File: src/rtl/alu_b_operand_stage_pkg.sv
// rtl/alu_b_operand_stage_pkg.sv - shared types and constants for the ALU B operand stage
package alu_b_pkg;

  localparam int DEFAULT_XLEN = 32;
  localparam int REG_ADDR_W   = 5;

  typedef enum logic {
    SRC_RS2 = 1'b0,
    SRC_IMM = 1'b1
  } alu_b_src_e;

endpackage

File: src/rtl/alu_b_operand_stage_if.sv
// rtl/alu_b_operand_stage_if.sv - request, forwarding and operand signals of the B operand stage
interface alu_b_operand_stage_if
  import alu_b_pkg::*;
#(
  parameter int XLEN    = DEFAULT_XLEN,
  parameter int NUM_FWD = 2
);

  logic                          in_valid;
  logic                          in_ready;
  logic                          alu_b_src;
  logic [REG_ADDR_W-1:0]         rs2_addr;
  logic [XLEN-1:0]               rs2_data;
  logic [XLEN-1:0]               imm_data;
  logic [NUM_FWD-1:0]            fwd_valid;
  logic [NUM_FWD-1:0]            fwd_busy;
  logic [NUM_FWD*REG_ADDR_W-1:0] fwd_rd;
  logic [NUM_FWD*XLEN-1:0]       fwd_data;
  logic                          flush;
  logic                          out_valid;
  logic                          out_ready;
  logic [XLEN-1:0]               out_operand;
  logic                          out_fwd_hit;
  logic [15:0]                   stall_count;

  modport master (
    output in_valid, alu_b_src, rs2_addr, rs2_data, imm_data,
           fwd_valid, fwd_busy, fwd_rd, fwd_data, flush, out_ready,
    input  in_ready, out_valid, out_operand, out_fwd_hit, stall_count
  );

  modport slave (
    input  in_valid, alu_b_src, rs2_addr, rs2_data, imm_data,
           fwd_valid, fwd_busy, fwd_rd, fwd_data, flush, out_ready,
    output in_ready, out_valid, out_operand, out_fwd_hit, stall_count
  );

endinterface

File: src/rtl/alu_b_operand_stage_fwd_match.sv
// rtl/alu_b_operand_stage_fwd_match.sv - priority match of rs2 against forwarding destinations
module fwd_match
  import alu_b_pkg::*;
#(
  parameter int NUM_FWD = 2,
  parameter int IDX_W   = (NUM_FWD > 1) ? $clog2(NUM_FWD) : 1
) (
  input  logic [REG_ADDR_W-1:0]         i_rs2_addr,
  input  logic [NUM_FWD-1:0]            i_fwd_valid,
  input  logic [NUM_FWD*REG_ADDR_W-1:0] i_fwd_rd,
  output logic                          o_hit,
  output logic [NUM_FWD-1:0]            o_sel,
  output logic [IDX_W-1:0]              o_idx
);

  // Walk from the oldest source down so the youngest (lowest index) match wins.
  always_comb begin
    o_hit = 1'b0;
    o_sel = '0;
    o_idx = '0;
    for (int i = NUM_FWD - 1; i >= 0; i--) begin
      if (i_fwd_valid[i] && (i_fwd_rd[i*REG_ADDR_W +: REG_ADDR_W] == i_rs2_addr)) begin
        o_hit    = 1'b1;
        o_sel    = '0;
        o_sel[i] = 1'b1;
        o_idx    = IDX_W'(i);
      end
    end
  end

endmodule

File: src/rtl/alu_b_operand_stage.sv
// rtl/alu_b_operand_stage.sv - selects, forwards and registers the ALU B operand with hazard stall
module alu_b_operand_stage
  import alu_b_pkg::*;
#(
  parameter int XLEN    = DEFAULT_XLEN,
  parameter int NUM_FWD = 2
) (
  input logic                  clk,
  input logic                  rst,
  alu_b_operand_stage_if.slave bus
);

  localparam int IDX_W = (NUM_FWD > 1) ? $clog2(NUM_FWD) : 1;

  logic               w_match_hit;
  logic [NUM_FWD-1:0] w_match_sel;
  logic [IDX_W-1:0]   w_match_idx;
  alu_b_src_e         w_src;
  logic               w_use_rs2;
  logic               w_fwd_hit;
  logic               w_hazard;
  logic [XLEN-1:0]    w_fwd_value;
  logic [XLEN-1:0]    w_operand;
  logic               w_in_ready;
  logic               w_xfer;

  logic               r_out_valid;
  logic [XLEN-1:0]    r_out_operand;
  logic               r_out_fwd_hit;
  logic [15:0]        r_stall_count;

  fwd_match #(
    .NUM_FWD (NUM_FWD),
    .IDX_W   (IDX_W)
  ) u_fwd_match (
    .i_rs2_addr  (bus.rs2_addr),
    .i_fwd_valid (bus.fwd_valid),
    .i_fwd_rd    (bus.fwd_rd),
    .o_hit       (w_match_hit),
    .o_sel       (w_match_sel),
    .o_idx       (w_match_idx)
  );

  assign w_src       = alu_b_src_e'(bus.alu_b_src);
  assign w_use_rs2   = (w_src == SRC_RS2) && (bus.rs2_addr != '0);
  assign w_fwd_hit   = w_use_rs2 && w_match_hit;
  // Only the winning source's busy bit matters; older busy entries are masked.
  assign w_hazard    = w_fwd_hit && |(w_match_sel & bus.fwd_busy);
  assign w_fwd_value = bus.fwd_data[w_match_idx*XLEN +: XLEN];

  always_comb begin
    w_operand = bus.rs2_data;
    if (w_src == SRC_IMM) begin
      w_operand = bus.imm_data;
    end else if (bus.rs2_addr == '0) begin
      w_operand = '0;
    end else if (w_match_hit) begin
      w_operand = w_fwd_value;
    end
  end

  assign w_in_ready = (!r_out_valid || bus.out_ready) && !w_hazard && !bus.flush;
  assign w_xfer     = bus.in_valid && w_in_ready;

  always_ff @(posedge clk or posedge rst) begin
    if (rst) begin
      r_out_valid   <= 1'b0;
      r_out_operand <= '0;
      r_out_fwd_hit <= 1'b0;
      r_stall_count <= '0;
    end else begin
      if (bus.flush) begin
        r_out_valid <= 1'b0;
      end else if (w_xfer) begin
        r_out_valid <= 1'b1;
      end else if (bus.out_ready) begin
        r_out_valid <= 1'b0;
      end

      if (w_xfer) begin
        r_out_operand <= w_operand;
        r_out_fwd_hit <= w_fwd_hit;
      end

      if (bus.in_valid && w_hazard && !bus.flush && (r_stall_count != 16'hFFFF)) begin
        r_stall_count <= r_stall_count + 16'd1;
      end
    end
  end

  assign bus.in_ready    = w_in_ready;
  assign bus.out_valid   = r_out_valid;
  assign bus.out_operand = r_out_operand;
  assign bus.out_fwd_hit = r_out_fwd_hit;
  assign bus.stall_count = r_stall_count;

endmodule

File: src/flat_wrapper.sv
// flat-port wrapper written by rule: the top's interface ports become plain ports
module alu_b_operand_stage_flat import alu_b_pkg::*;
#(
  parameter int XLEN    = DEFAULT_XLEN,
  parameter int NUM_FWD = 2
)
  (clk, rst, bus_in_valid, bus_alu_b_src, bus_rs2_addr, bus_rs2_data, bus_imm_data, bus_fwd_valid, bus_fwd_busy, bus_fwd_rd, bus_fwd_data, bus_flush, bus_out_ready, bus_in_ready, bus_out_valid, bus_out_operand, bus_out_fwd_hit, bus_stall_count);
  alu_b_operand_stage_if #(.XLEN(XLEN), .NUM_FWD(NUM_FWD)) bus_i ();
  input logic clk;
  input logic rst;
  input wire logic [$bits(bus_i.in_valid)-1:0] bus_in_valid;
  input wire logic [$bits(bus_i.alu_b_src)-1:0] bus_alu_b_src;
  input wire logic [$bits(bus_i.rs2_addr)-1:0] bus_rs2_addr;
  input wire logic [$bits(bus_i.rs2_data)-1:0] bus_rs2_data;
  input wire logic [$bits(bus_i.imm_data)-1:0] bus_imm_data;
  input wire logic [$bits(bus_i.fwd_valid)-1:0] bus_fwd_valid;
  input wire logic [$bits(bus_i.fwd_busy)-1:0] bus_fwd_busy;
  input wire logic [$bits(bus_i.fwd_rd)-1:0] bus_fwd_rd;
  input wire logic [$bits(bus_i.fwd_data)-1:0] bus_fwd_data;
  input wire logic [$bits(bus_i.flush)-1:0] bus_flush;
  input wire logic [$bits(bus_i.out_ready)-1:0] bus_out_ready;
  output wire logic [$bits(bus_i.in_ready)-1:0] bus_in_ready;
  output wire logic [$bits(bus_i.out_valid)-1:0] bus_out_valid;
  output wire logic [$bits(bus_i.out_operand)-1:0] bus_out_operand;
  output wire logic [$bits(bus_i.out_fwd_hit)-1:0] bus_out_fwd_hit;
  output wire logic [$bits(bus_i.stall_count)-1:0] bus_stall_count;
  assign bus_i.in_valid = bus_in_valid;
  assign bus_i.alu_b_src = bus_alu_b_src;
  assign bus_i.rs2_addr = bus_rs2_addr;
  assign bus_i.rs2_data = bus_rs2_data;
  assign bus_i.imm_data = bus_imm_data;
  assign bus_i.fwd_valid = bus_fwd_valid;
  assign bus_i.fwd_busy = bus_fwd_busy;
  assign bus_i.fwd_rd = bus_fwd_rd;
  assign bus_i.fwd_data = bus_fwd_data;
  assign bus_i.flush = bus_flush;
  assign bus_i.out_ready = bus_out_ready;
  assign bus_in_ready = bus_i.in_ready;
  assign bus_out_valid = bus_i.out_valid;
  assign bus_out_operand = bus_i.out_operand;
  assign bus_out_fwd_hit = bus_i.out_fwd_hit;
  assign bus_stall_count = bus_i.stall_count;
  alu_b_operand_stage #(.XLEN(XLEN), .NUM_FWD(NUM_FWD)) u_core (.clk(clk), .rst(rst), .bus(bus_i));
endmodule
File: config.mk
export PLATFORM = sky130hd
export DESIGN_NAME = alu_b_operand_stage_flat
export DESIGN_NICKNAME = d
export VERILOG_FILES = /design/src/rtl/alu_b_operand_stage_pkg.sv /design/src/rtl/alu_b_operand_stage_if.sv /design/src/rtl/alu_b_operand_stage_fwd_match.sv /design/src/rtl/alu_b_operand_stage.sv /design/src/flat_wrapper.sv
export SDC_FILE = /design/constraint.sdc
export NUM_CORES = 1
export LEC_CHECK = 0
export BUFFER_PORTS_ARGS = -buffer_cell sky130_fd_sc_hd__buf_2
export CAP_MARGIN = 20
export CORE_MARGIN = 3
export CORE_UTILIZATION = 35
export DETAILED_ROUTE_END_ITERATION = 8
export PLACE_DENSITY = 0.72
export SYNTH_ARGS = -nofsm -noshare
export SYNTH_HDL_FRONTEND = slang
export SYNTH_SLANG_ARGS = --single-unit
File: constraint.sdc
create_clock -name clk -period 1.87 [get_ports clk]
set_input_delay 0.187 -clock clk [delete_from_list [all_inputs] [get_ports clk]]
set_output_delay 0.187 -clock clk [all_outputs]
set_load 0.03 [all_outputs]
==> out/qor.txt <==
Cell Rows = 33
# IOs = 204
Die X = 101 µm
final setup violation count = 7
Post-DRT Antenna Nets = 0
LEAKAGE = 0.00268 µW
Total Nets Final = 679
VDD IR max = 0.372 mV
Max stage delay cell, worst path = dfrtp_2
PD cells = 625 nW/µm²
chip height = 101 µm
met1 WL = 4.38 mm
CP bufs+invs = 0
worst clock skew = 0.00446 ns
Critical Path RT = 2.10 ns
Setup CP Type = reg -> reg
fmax = 522 MHz
global-route wire length before repair = 15.7 mm
Routed WL per cell = 18.3 µm
Pins Over Slew Limit = 0
Root Buffer = clkbuf_8
sequential fraction of the synthesis area = 40.0%
footprint of the multi-input gates = 1920 µm²
initial DRC count = 180
CP Max Fanout = 6
WL final = 11.6 mm
Sw Share = 37.1%
Synth cell types = 32
GRT Total Usage = 19.5%
Post-Syn Instances = 287
worst hold-check path type = in -> reg
vias per inst = 5.28
setup ws final = -0.0464 ns
CTS Buffer Depth = 2
Tightest Pin Transition = 0.461 ns
Net Sw Power = 1190 µW
# H-tree levels = 2
Setup crit start kind = register
average size of a mapped cell = 10.9 µm²
initial core utilization = 37.0%
Crit path max-delay family = simple AND/OR/NAND/NOR gates
failing checks = design-rule violations, negative setup slack
Critical Path Max Stage Delay = 0.44 ns
final core utilization = 60.4%
crit-path cells = ha_4 > and3_4 > and3_4 > nand4_1 > nand2_2 > nor4b_1 > xor2_1
Layout area overhead = 63.6%
Fillers = 711
CTS tree = yes
highest routed layer = met4
Tot Pwr = 3200 µW
Detailed Place HPWL = 7.98 mm
outcome = finished, violations left
core area = 8460 µm²
global route overflow = 0
Main synth FF type = dfrtp_1
share of flip-flops with an asynchronous set or reset = 100%
I/O Buffers = 203
Max-cap violations = 0
Ant. Diodes = 0
vias in the first global route = 3,305
syn_nets = 441
Tcrit/Tclk final = 102%
DR pass1 iterations = 9
layout cells sized above 1 = 61.8%
Clk pwr share = 20.1%
DR DRC count = 7
later-pin clock latency in the skew report = 0.30 ns
Slew headroom = 69.2%
Seq cells post-synth = 50
Logic pwr share = 38.4%
critical path arrival = 2.15 ns
Syn. warnings = 0
RSZ-0062 raised after global routing = yes
crit path capture type = register
routability congestion estimate = 0.821
die area = 10,100 µm²
initial antenna violation count = 0
final hold violations = 0
setup TNS = -0.133 ns
routed via count = 3,332
cell mode on critical path = and3_4
Clock Pin Slew Worst Setup and Hold Paths = 0.09 ns
Inserted Clock Buffers = 5
routed wl met3 = 873 µm
Register Area = 1250 µm²
Sinks on Clock Net = 50
routed wl met2 = 6.11 mm
EDFF count, synth = 0
Flop pwr share = 41.5%
Min Clock Period, post-route = 1.92 ns
pin count of the biggest net entering global routing = 28
area of the mapped netlist = 3130 µm²
internal power = 2010 µW
==> per-stage QoR <==
stage / cell area, µm² / hold WS, ns / instances / setup WS (ns)
after global placement: 4510 / 0.221 / 608 / -0.335
after detailed placement: 4510 / 0.231 / 608 / -0.360
after CTS: 4750 / 0.0762 / 624 / -0.0521
after global routing: 5120 / 0.0758 / 631 / -0.146
final: 5120 / 0.0876 / 631 / -0.0464
after floorplan: 3220 / 0.284 / 287 / -0.0596
==> routing by layer <==
metal / track usage (%) / vias to the layer above
met1: 22.5 / 1605
li1: - / 1538
met3: 3.81 / 18
met4: 4.66 / 0
met5: 0 / -
met2: 36.7 / 171
==> layout make-up <==
cell class | instances | area share (%)
timing repair buffer | 251 | 30.8
multi-input combinational | 179 | 37.6
inverter | 38 | 2.79
clock inverter | 3 | 0.416
clock buffer | 5 | 1.35
sequential | 50 | 24.5
tap | 105 | 2.57
==> registers in the layout (all words and copies together), names as in the netlist <==
register and cells:
u_core.bus.stall_count 16, u_core.bus.out_operand 32, u_core.bus.out_fwd_hit 1, u_core.bus.out_valid 1
==> power by group through the flow <==
| stage | Sequential (µW) | Combinational (µW) | Clock, µW |
|---|---|---|---|
| after floorplan | 1660 | 365 | 0 |
| after global placement | 1340 | 1110 | 0 |
| after detailed placement | 1340 | 1130 | 0 |
| after CTS | 1320 | 1160 | 664 |
| after global routing | 1350 | 1320 | 714 |
| final | 1320 | 1230 | 643 |
==> repair_timing <==
action	CTS	global route
setup buffers	6	2
hold buffers	1	0
hold endpoints to repair	19	0
pin swaps	11	33
gates cloned	1	5
resized for setup	17	54
setup endpoints to repair	16	51
==> layout by cell type, fill, tap and decap left out, types with 2 or more instances in the layout <==
master,synthesis,routed
xor2_2,0,2
clkbuf_8,0,5
mux2_2,33,8
dfrtp_2,0,2
and3_4,0,3
nor3_2,0,3
inv_1,38,37
nor4_4,0,8
buf_8,0,2
nor2_1,5,4
dfrtp_1,50,48
mux2i_1,32,31
xnor2_1,4,4
buf_4,0,32
buf_12,3,4
clkbuf_16,0,3
nand3_1,5,5
and3_1,6,3
a222oi_1,32,32
nor4_2,1,2
mux2_4,2,27
buf_6,2,15
nand2_1,6,5
nand4_1,3,3
buf_2,4,194
nor4b_2,0,2
xor2_1,21,19
a21oi_1,2,2
==> logic make-up after synthesis <==
kind of cell	count (synthesis)	share of synthesized area (%)
AND/OR/NAND/NOR	46	8.52
buffers and inverters	59	9.28
adder cells (fa/ha/maj)	1	0.400
AO/OA/AOI/OAI	39	11.7
XOR/XNOR	25	7.00
flip-flops	50	40.0
multiplexers	67	23.1
==> Yosys cell counts (all sizes together), types with 5 or more instances <==
library cell / n / area [µm²]
dfrtp: 50 / 1250
inv: 38 / 143
mux2: 35 / 402
a222oi: 32 / 320
mux2i: 32 / 320
xor2: 21 / 184
buf: 11 / 110
nor4: 11 / 75.1
clkbuf: 10 / 37.5
and3: 6 / 37.5
nand2: 6 / 22.5
nand3: 6 / 35.0
nor2: 5 / 18.8
==> path summary, 6_finish.rpt <==
check	start	to	slack (ns)	depth (start not counted)
worst min-delay path	bus_flush	u_core.bus.out_valid	0.09	2
worst max-delay path	u_core.bus.stall_count[0]	u_core.bus.stall_count[6]	-0.05	7
max in group asynchronous	rst	u_core.bus.out_operand[1]	0.77	4
worst max register to register	u_core.bus.stall_count[0]	u_core.bus.stall_count[6]	-0.05	7
min in group asynchronous	rst	u_core.bus.out_operand[28]	0.43	3
worst min register to register	u_core.bus.stall_count[12]	u_core.bus.stall_count[12]	0.50	1
Power figures use the tool's default switching activity.
